$ cat src/rtl/sdram_cmd_sched_if.sv
// sdram_cmd_sched_if: bundles the host request channel and the four
// command-generator start/done handshakes that surround the scheduler.
// master: the scheduler itself; slave: host plus command generators.
interface sdram_cmd_sched_if #(
    parameter int ROW_W  = 13,
    parameter int COL_W  = 9,
    parameter int BANK_W = 2
);
    // Host request channel
    logic                          req_valid;
    logic                          req_ready;
    logic                          req_write;
    logic [BANK_W+ROW_W+COL_W-1:0] req_addr;

    // Latched command fields towards the generators
    logic [BANK_W-1:0]             bank;
    logic [ROW_W-1:0]              row;
    logic [COL_W-1:0]              col;
    logic                          is_write;

    // Generator handshakes
    logic                          act_start;
    logic                          act_done;
    logic                          rw_start;
    logic                          rw_done;
    logic                          pre_start;
    logic                          pre_done;
    logic                          ref_start;
    logic                          ref_done;

    // Status
    logic                          busy;

    modport master (
        input  req_valid, req_write, req_addr,
        input  act_done, rw_done, pre_done, ref_done,
        output req_ready, bank, row, col, is_write,
        output act_start, rw_start, pre_start, ref_start,
        output busy
    );

    modport slave (
        output req_valid, req_write, req_addr,
        output act_done, rw_done, pre_done, ref_done,
        input  req_ready, bank, row, col, is_write,
        input  act_start, rw_start, pre_start, ref_start,
        input  busy
    );
endinterface

$ cat src/rtl/sdram_cmd_sched.sv
// sdram_cmd_sched: top-level SDRAM command scheduler.
// Accepts host read/write requests, latches the {bank,row,col} address and
// walks the active / read-write / precharge generators through one-cycle
// start pulses and one-cycle done pulses. Owns the periodic refresh timer;
// a pending refresh takes priority over new requests but never interrupts
// a sequence already in flight.
// Build option: define OPEN_ROW_EN for the open-page policy (rows are left
// open after the access; page hits skip ACT, misses precharge first). With
// the macro undefined every access is closed with a precharge.
module sdram_cmd_sched #(
    parameter int ROW_W        = 13,
    parameter int COL_W        = 9,
    parameter int BANK_W       = 2,
    parameter int REF_INTERVAL = 780,
    parameter int REF_CNT_W    = 16
) (
    input  logic              clk,
    input  logic              n_rst,
    sdram_cmd_sched_if.master bus
);

    typedef enum logic [3:0] {
        S_IDLE  = 4'd0,
        S_ACT   = 4'd1,
        S_ACT_W = 4'd2,
        S_RW    = 4'd3,
        S_RW_W  = 4'd4,
        S_PRE   = 4'd5,
        S_PRE_W = 4'd6,
        S_REF   = 4'd7,
        S_REF_W = 4'd8
    } state_t;

    state_t                state_q;
    state_t                state_d;

    // Request address split into its fields
    logic [BANK_W-1:0]     req_bank;
    logic [ROW_W-1:0]      req_row;
    logic [COL_W-1:0]      req_col;

    // Latched command fields
    logic [BANK_W-1:0]     bank_q;
    logic [ROW_W-1:0]      row_q;
    logic [COL_W-1:0]      col_q;
    logic                  is_write_q;

    // Refresh timer
    logic [REF_CNT_W-1:0]  ref_cnt_q;
    logic                  ref_wrap;
    logic                  ref_pending_q;

    // Decoded controls and outputs
    logic                  accept;
    logic                  req_ready;
    logic                  act_start;
    logic                  rw_start;
    logic                  pre_start;
    logic                  ref_start;
    logic                  busy;

    assign req_col  = bus.req_addr[COL_W-1:0];
    assign req_row  = bus.req_addr[COL_W +: ROW_W];
    assign req_bank = bus.req_addr[COL_W+ROW_W +: BANK_W];

    assign ref_wrap = (ref_cnt_q == REF_CNT_W'(REF_INTERVAL - 1));

`ifdef OPEN_ROW_EN
    // Open-page bookkeeping: which row (if any) is currently left open,
    // and whether the precharge in progress is clearing the way for an ACT
    // (page miss) rather than for a refresh.
    logic                  open_valid_q;
    logic [BANK_W-1:0]     open_bank_q;
    logic [ROW_W-1:0]      open_row_q;
    logic                  act_after_pre_q;
    logic                  act_after_pre_d;
    logic                  page_hit;

    assign page_hit = open_valid_q
                   && (req_bank == open_bank_q)
                   && (req_row  == open_row_q);
`endif

    // State register
    always_ff @(posedge clk or negedge n_rst) begin
        if (!n_rst) begin
            state_q <= S_IDLE;
        end else begin
            state_q <= state_d;
        end
    end

    // Next-state and output decode; outputs depend on registered state only
    always_comb begin
        state_d   = state_q;
        accept    = 1'b0;
        // Ready is forced low while reset is held, independent of state
        req_ready = n_rst && (state_q == S_IDLE) && !ref_pending_q;
        act_start = (state_q == S_ACT);
        rw_start  = (state_q == S_RW);
        pre_start = (state_q == S_PRE);
        ref_start = (state_q == S_REF);
        busy      = (state_q != S_IDLE);
`ifdef OPEN_ROW_EN
        act_after_pre_d = act_after_pre_q;
`endif

        case (state_q)
            S_IDLE: begin
                if (ref_pending_q) begin
`ifdef OPEN_ROW_EN
                    // An open row must be closed before refreshing
                    act_after_pre_d = 1'b0;
                    state_d         = open_valid_q ? S_PRE : S_REF;
`else
                    state_d = S_REF;
`endif
                end else if (bus.req_valid) begin
                    accept = 1'b1;
`ifdef OPEN_ROW_EN
                    if (!open_valid_q) begin
                        state_d = S_ACT;
                    end else if (page_hit) begin
                        state_d = S_RW;
                    end else begin
                        act_after_pre_d = 1'b1;
                        state_d         = S_PRE;
                    end
`else
                    state_d = S_ACT;
`endif
                end
            end
            S_ACT:   state_d = S_ACT_W;
            S_ACT_W: if (bus.act_done) state_d = S_RW;
            S_RW:    state_d = S_RW_W;
            S_RW_W: begin
                if (bus.rw_done) begin
`ifdef OPEN_ROW_EN
                    state_d = S_IDLE;
`else
                    state_d = S_PRE;
`endif
                end
            end
            S_PRE:   state_d = S_PRE_W;
            S_PRE_W: begin
                if (bus.pre_done) begin
`ifdef OPEN_ROW_EN
                    if (act_after_pre_q) begin
                        state_d = S_ACT;
                    end else if (ref_pending_q) begin
                        state_d = S_REF;
                    end else begin
                        state_d = S_IDLE;
                    end
`else
                    state_d = S_IDLE;
`endif
                end
            end
            S_REF:   state_d = S_REF_W;
            S_REF_W: if (bus.ref_done) state_d = S_IDLE;
            default: state_d = S_IDLE;
        endcase
    end

    // Capture the request fields on the accepting edge
    always_ff @(posedge clk or negedge n_rst) begin
        if (!n_rst) begin
            bank_q     <= '0;
            row_q      <= '0;
            col_q      <= '0;
            is_write_q <= 1'b0;
        end else if (accept) begin
            bank_q     <= req_bank;
            row_q      <= req_row;
            col_q      <= req_col;
            is_write_q <= bus.req_write;
        end
    end

    // Free-running refresh interval counter and the single pending flag;
    // a new interval elapsing wins over the clear so no refresh is lost.
    always_ff @(posedge clk or negedge n_rst) begin
        if (!n_rst) begin
            ref_cnt_q     <= '0;
            ref_pending_q <= 1'b0;
        end else begin
            if (ref_wrap) begin
                ref_cnt_q <= '0;
            end else begin
                ref_cnt_q <= ref_cnt_q + REF_CNT_W'(1);
            end

            if (ref_wrap) begin
                ref_pending_q <= 1'b1;
            end else if (state_q == S_REF) begin
                ref_pending_q <= 1'b0;
            end
        end
    end

`ifdef OPEN_ROW_EN
    // Remember why the current precharge was issued
    always_ff @(posedge clk or negedge n_rst) begin
        if (!n_rst) begin
            act_after_pre_q <= 1'b0;
        end else begin
            act_after_pre_q <= act_after_pre_d;
        end
    end

    // Track the row left open after each access; a precharge closes it
    always_ff @(posedge clk or negedge n_rst) begin
        if (!n_rst) begin
            open_valid_q <= 1'b0;
            open_bank_q  <= '0;
            open_row_q   <= '0;
        end else if ((state_q == S_RW_W) && bus.rw_done) begin
            open_valid_q <= 1'b1;
            open_bank_q  <= bank_q;
            open_row_q   <= row_q;
        end else if ((state_q == S_PRE_W) && bus.pre_done) begin
            open_valid_q <= 1'b0;
        end
    end
`endif

    assign bus.req_ready = req_ready;
    assign bus.bank      = bank_q;
    assign bus.row       = row_q;
    assign bus.col       = col_q;
    assign bus.is_write  = is_write_q;
    assign bus.act_start = act_start;
    assign bus.rw_start  = rw_start;
    assign bus.pre_start = pre_start;
    assign bus.ref_start = ref_start;
    assign bus.busy      = busy;

endmodule

$ cat src/flat_wrapper.sv
// flat-port wrapper written by rule: the top's interface ports become plain ports
module sdram_cmd_sched_flat 
#(
    parameter int ROW_W        = 13,
    parameter int COL_W        = 9,
    parameter int BANK_W       = 2,
    parameter int REF_INTERVAL = 780,
    parameter int REF_CNT_W    = 16
)
  (clk, n_rst, bus_req_valid, bus_req_write, bus_req_addr, bus_act_done, bus_rw_done, bus_pre_done, bus_ref_done, bus_req_ready, bus_bank, bus_row, bus_col, bus_is_write, bus_act_start, bus_rw_start, bus_pre_start, bus_ref_start, bus_busy);
  sdram_cmd_sched_if #(.ROW_W(ROW_W), .COL_W(COL_W), .BANK_W(BANK_W)) bus_i ();
  input  logic clk;
  input  logic n_rst;
  input wire logic [$bits(bus_i.req_valid)-1:0] bus_req_valid;
  input wire logic [$bits(bus_i.req_write)-1:0] bus_req_write;
  input wire logic [$bits(bus_i.req_addr)-1:0] bus_req_addr;
  input wire logic [$bits(bus_i.act_done)-1:0] bus_act_done;
  input wire logic [$bits(bus_i.rw_done)-1:0] bus_rw_done;
  input wire logic [$bits(bus_i.pre_done)-1:0] bus_pre_done;
  input wire logic [$bits(bus_i.ref_done)-1:0] bus_ref_done;
  output wire logic [$bits(bus_i.req_ready)-1:0] bus_req_ready;
  output wire logic [$bits(bus_i.bank)-1:0] bus_bank;
  output wire logic [$bits(bus_i.row)-1:0] bus_row;
  output wire logic [$bits(bus_i.col)-1:0] bus_col;
  output wire logic [$bits(bus_i.is_write)-1:0] bus_is_write;
  output wire logic [$bits(bus_i.act_start)-1:0] bus_act_start;
  output wire logic [$bits(bus_i.rw_start)-1:0] bus_rw_start;
  output wire logic [$bits(bus_i.pre_start)-1:0] bus_pre_start;
  output wire logic [$bits(bus_i.ref_start)-1:0] bus_ref_start;
  output wire logic [$bits(bus_i.busy)-1:0] bus_busy;
  assign bus_i.req_valid = bus_req_valid;
  assign bus_i.req_write = bus_req_write;
  assign bus_i.req_addr = bus_req_addr;
  assign bus_i.act_done = bus_act_done;
  assign bus_i.rw_done = bus_rw_done;
  assign bus_i.pre_done = bus_pre_done;
  assign bus_i.ref_done = bus_ref_done;
  assign bus_req_ready = bus_i.req_ready;
  assign bus_bank = bus_i.bank;
  assign bus_row = bus_i.row;
  assign bus_col = bus_i.col;
  assign bus_is_write = bus_i.is_write;
  assign bus_act_start = bus_i.act_start;
  assign bus_rw_start = bus_i.rw_start;
  assign bus_pre_start = bus_i.pre_start;
  assign bus_ref_start = bus_i.ref_start;
  assign bus_busy = bus_i.busy;
  sdram_cmd_sched #(.ROW_W(ROW_W), .COL_W(COL_W), .BANK_W(BANK_W), .REF_INTERVAL(REF_INTERVAL), .REF_CNT_W(REF_CNT_W)) u_core (.clk(clk), .n_rst(n_rst), .bus(bus_i));
endmodule
$ cat config.mk
export PLATFORM = sky130hd
export DESIGN_NAME = sdram_cmd_sched_flat
export DESIGN_NICKNAME = d
export VERILOG_FILES = /design/src/rtl/sdram_cmd_sched_if.sv /design/src/rtl/sdram_cmd_sched.sv /design/src/flat_wrapper.sv
export SDC_FILE = /design/constraint.sdc
export NUM_CORES = 1
export LEC_CHECK = 0
export BUFFER_PORTS_ARGS = -buffer_cell sky130_fd_sc_hd__buf_2
export CORE_UTILIZATION = 32
export DETAILED_ROUTE_END_ITERATION = 12
export PLACE_DENSITY = 0.64
export RECOVER_POWER = 25
export SLEW_MARGIN = 20
export SYNTH_ARGS = -nofsm -noshare
export SYNTH_HDL_FRONTEND = slang
export SYNTH_SLANG_ARGS = --single-unit
export TNS_END_PERCENT = 30
$ cat constraint.sdc
create_clock -name clk -period 1.8 [get_ports clk]
set_input_delay 0.18 -clock clk [delete_from_list [all_inputs] [get_ports clk]]
set_output_delay 0.18 -clock clk [all_outputs]
set_load 0.05 [all_outputs]
==> results_dict.tcl <==
set metrics [dict create \
    htreeDepth 2 \
    cts_buffer_depth 2 \
    place_congestion 0.769 \
    mostFrequentLayoutCell "buf_2" \
    die_area_um2 6770 \
    drc 0 \
    grt_pass1_vias 1458 \
    fin_ws_ns -0.0116 \
    power_mw 4.86 \
    crit_slowest_cell "or4_4" \
    setup_viol 1 \
    drtPass1Iterations 4 \
    port_buffers 62 \
    grt_antenna_before_repair 0 \
    crit_buf_inv 1 \
    cts_tree "done" \
    wl_um 4040 \
    final_util_pct 43.3 \
    clock_skew_ns 0.00278 \
    maxSlewHeadroom_pct 23.8 \
    cts_buffers 5 \
    fin_crit_ns 1.81 \
    grt_max_degree 47 \
    pin_count 63 \
    start_util_pct 34.0 \
    path_cells "or4_4 > nor3b_4 > buf_6" \
    p_leak_nw 1.31 \
    grt_use_total_pct 12.9 \
    gr-total-overflow 0 \
    r2r_slack_ns 0.05 \
    start_kind "flip-flop" \
    yosysWarnings 0 \
    finalCritPeriodShare_pct 101 \
    finalInstanceArea_um2 2630 \
    hold_viol_final 0 \
    worstPathMaxFanout 3 \
    crit_type "reg -> out" \
    vias 1479 \
    fmax_mhz 552 \
    cts_root_buf "clkbuf_8" \
    clock-sinks 46 \
    cp-end-kind "primary output" \
    required_ns 1.62 \
    rsz0062_at_grt "true" \
    synth_cell_types 33 \
    hpwl_um 2840 \
    clkLatencyLatePin_ns 0.30 \
    stdcell_count 304 \
    die_x_um 82.3 \
    peakVddDrop_mv 1.11 \
    drv_slew 0 \
    ys_seq_elements 46 \
    diodes 0 \
    violations "setup timing" \
    pwr_density_cell_nw_per_um2 1850 \
    critPathTopFamily "simple AND/OR/NAND/NOR gates" \
    slowest_delay_ns 0.56 \
    dpl_cell_area_um2 2510 \
    netlist_area_um2 2060 \
    row_count 28 \
    place_inst 296 \
    grt_pass1_wl_um 6640 \
    area_growth_pct 27.4 \
    hold_path_class "in -> reg" \
    drive_gt1_share_pct 45.9 \
    ant_nets 0 \
    cap_violations 0 \
    n_fill_cell 577 \
    arrival_ns 1.63 \
    tightest_slew_ns 1.14 \
    layout_common_cells "buf_2 (59), dfrtp_1 (46), mux2_4 (20)" \
    ys_seq_area_share_pct 55.8 \
    status "complete, but fails checks" \
    via_per_inst 4.87 \
    core_area_um2 6060 \
    fp.dieH_um 82.3 \
    path_clk_slew_ns 0.09 \
    syn-num-nets 190 \
    fin_nets 261 \
    syn_inst 157 \
    syn_avg_cell_area_um2 13.1 \
    post_cts_buffers 0 \
    drt_iter0_markers 63 \
    detail_route.wl_per_cell_um 13.3 \
]
## timing repair
action,in CTS,in global routing
hold buffers,0,0
setup endpoints to repair,1,2
resized for setup,2,2
pin swaps,1,0
## cell usage after synthesis
master / n / area share [%]
nand3_1: 8 / 1.9
clkbuf_1: 3 / 0.55
nand2_1: 4 / 0.73
or4_4: 1 / 0.55
o21ai_0: 1 / 0.24
mux2_2: 5 / 2.7
o31a_1: 1 / 0.42
xnor2_1: 2 / 0.85
a221oi_1: 1 / 0.42
nand4_1: 5 / 1.5
ha_1: 1 / 0.61
nor2b_1: 3 / 0.91
inv_1: 2 / 0.36
xor2_1: 10 / 4.2
and4b_1: 1 / 0.49
nand3b_4: 1 / 0.97
nor3b_1: 1 / 0.36
mux2_4: 20 / 15
a21o_1: 1 / 0.36
nor3_1: 7 / 1.7
o31ai_1: 1 / 0.36
o21bai_1: 2 / 0.73
a21oi_1: 3 / 0.73
nor2_1: 10 / 1.8
nand3b_1: 1 / 0.36
or4_1: 1 / 0.36
or3_1: 1 / 0.30
nor4_1: 6 / 1.8
buf_6: 2 / 1.1
dfrtp_1: 46 / 56
o22a_1: 1 / 0.42
nand2b_1: 4 / 1.2
a31o_2: 1 / 0.42
## registers in the layout (all words and copies together), names as in the netlist
name / cells
u_core.bus.col: 9
u_core.ref_cnt_q: 16
u_core.state_q: 4
u_core.bus.is_write: 1
u_core.bus.bank: 2
u_core.ref_pending_q: 1
u_core.bus.row: 13
## layout make-up
| class | instances | area [um^2] | share of cell area [%] |
|---|---|---|---|
| Timing Repair Buffer | 69 | 380 | 14.5 |
| Clock buffer | 6 | 72.6 | 2.76 |
| Clock inverter | 2 | 37.5 | 1.43 |
| Tap cell | 75 | 93.8 | 3.57 |
| Inverter | 2 | 7.51 | 0.286 |
| Multi-Input combinational cell | 104 | 883 | 33.6 |
| Sequential cell | 46 | 1150 | 43.8 |
## stage by stage
step           TNS (ns)  hold slack, ns  worst slack (ns)
6_report        -0.0116           0.108           -0.0116
5_1_grt         -0.0589          0.0941           -0.0589
4_1_cts         -0.0261         0.00612           -0.0261
3_5_place_dp          0           0.336            0.0517
3_3_place_gp          0           0.333             0.100
2_1_floorplan     -2.26          -0.116            -0.108
## power by group
group	internal [mW]	switching [mW]
Sequential	1.36	0.160
Combinational	0.901	1.67
Clock	0.414	0.353
## worst paths after layout
kind                                            from              endpoint  cells past startpoint
worst max-delay path               u_core.state_q[2]         bus_req_ready                      3
worst min-delay path                bus_req_addr[14]     u_core.bus.row[5]                      2
worst max register to register     u_core.state_q[2]    u_core.bus.bank[0]                      4
worst min register to register  u_core.ref_cnt_q[15]  u_core.ref_cnt_q[15]                      1
max in group asynchronous                      n_rst   u_core.bus.is_write                      2
min in group asynchronous                      n_rst     u_core.bus.row[9]                      2
## per-layer routing
| metal | track usage [%] | up-vias | share of wire, % |
|---|---|---|---|
| met4 | 3.68 | 0 | 1.1 |
| met5 | 0 | - | 0 |
| met2 | 22.1 | 48 | 47 |
| met3 | 4.51 | 6 | 7.9 |
| met1 | 15.2 | 721 | 44 |
| li1 | - | 704 | - |
## kinds of logic after synthesis
kind of cell | share of synthesized area (%)
adder cells (fa/ha/maj) | 0.607
buffers and inverters | 2.00
XOR/XNOR | 5.10
AND/OR/NAND/NOR | 15.0
multiplexers | 17.3
flip-flops | 55.8
AO/OA/AOI/OAI | 4.13
(Power assumes the default switching activity.)
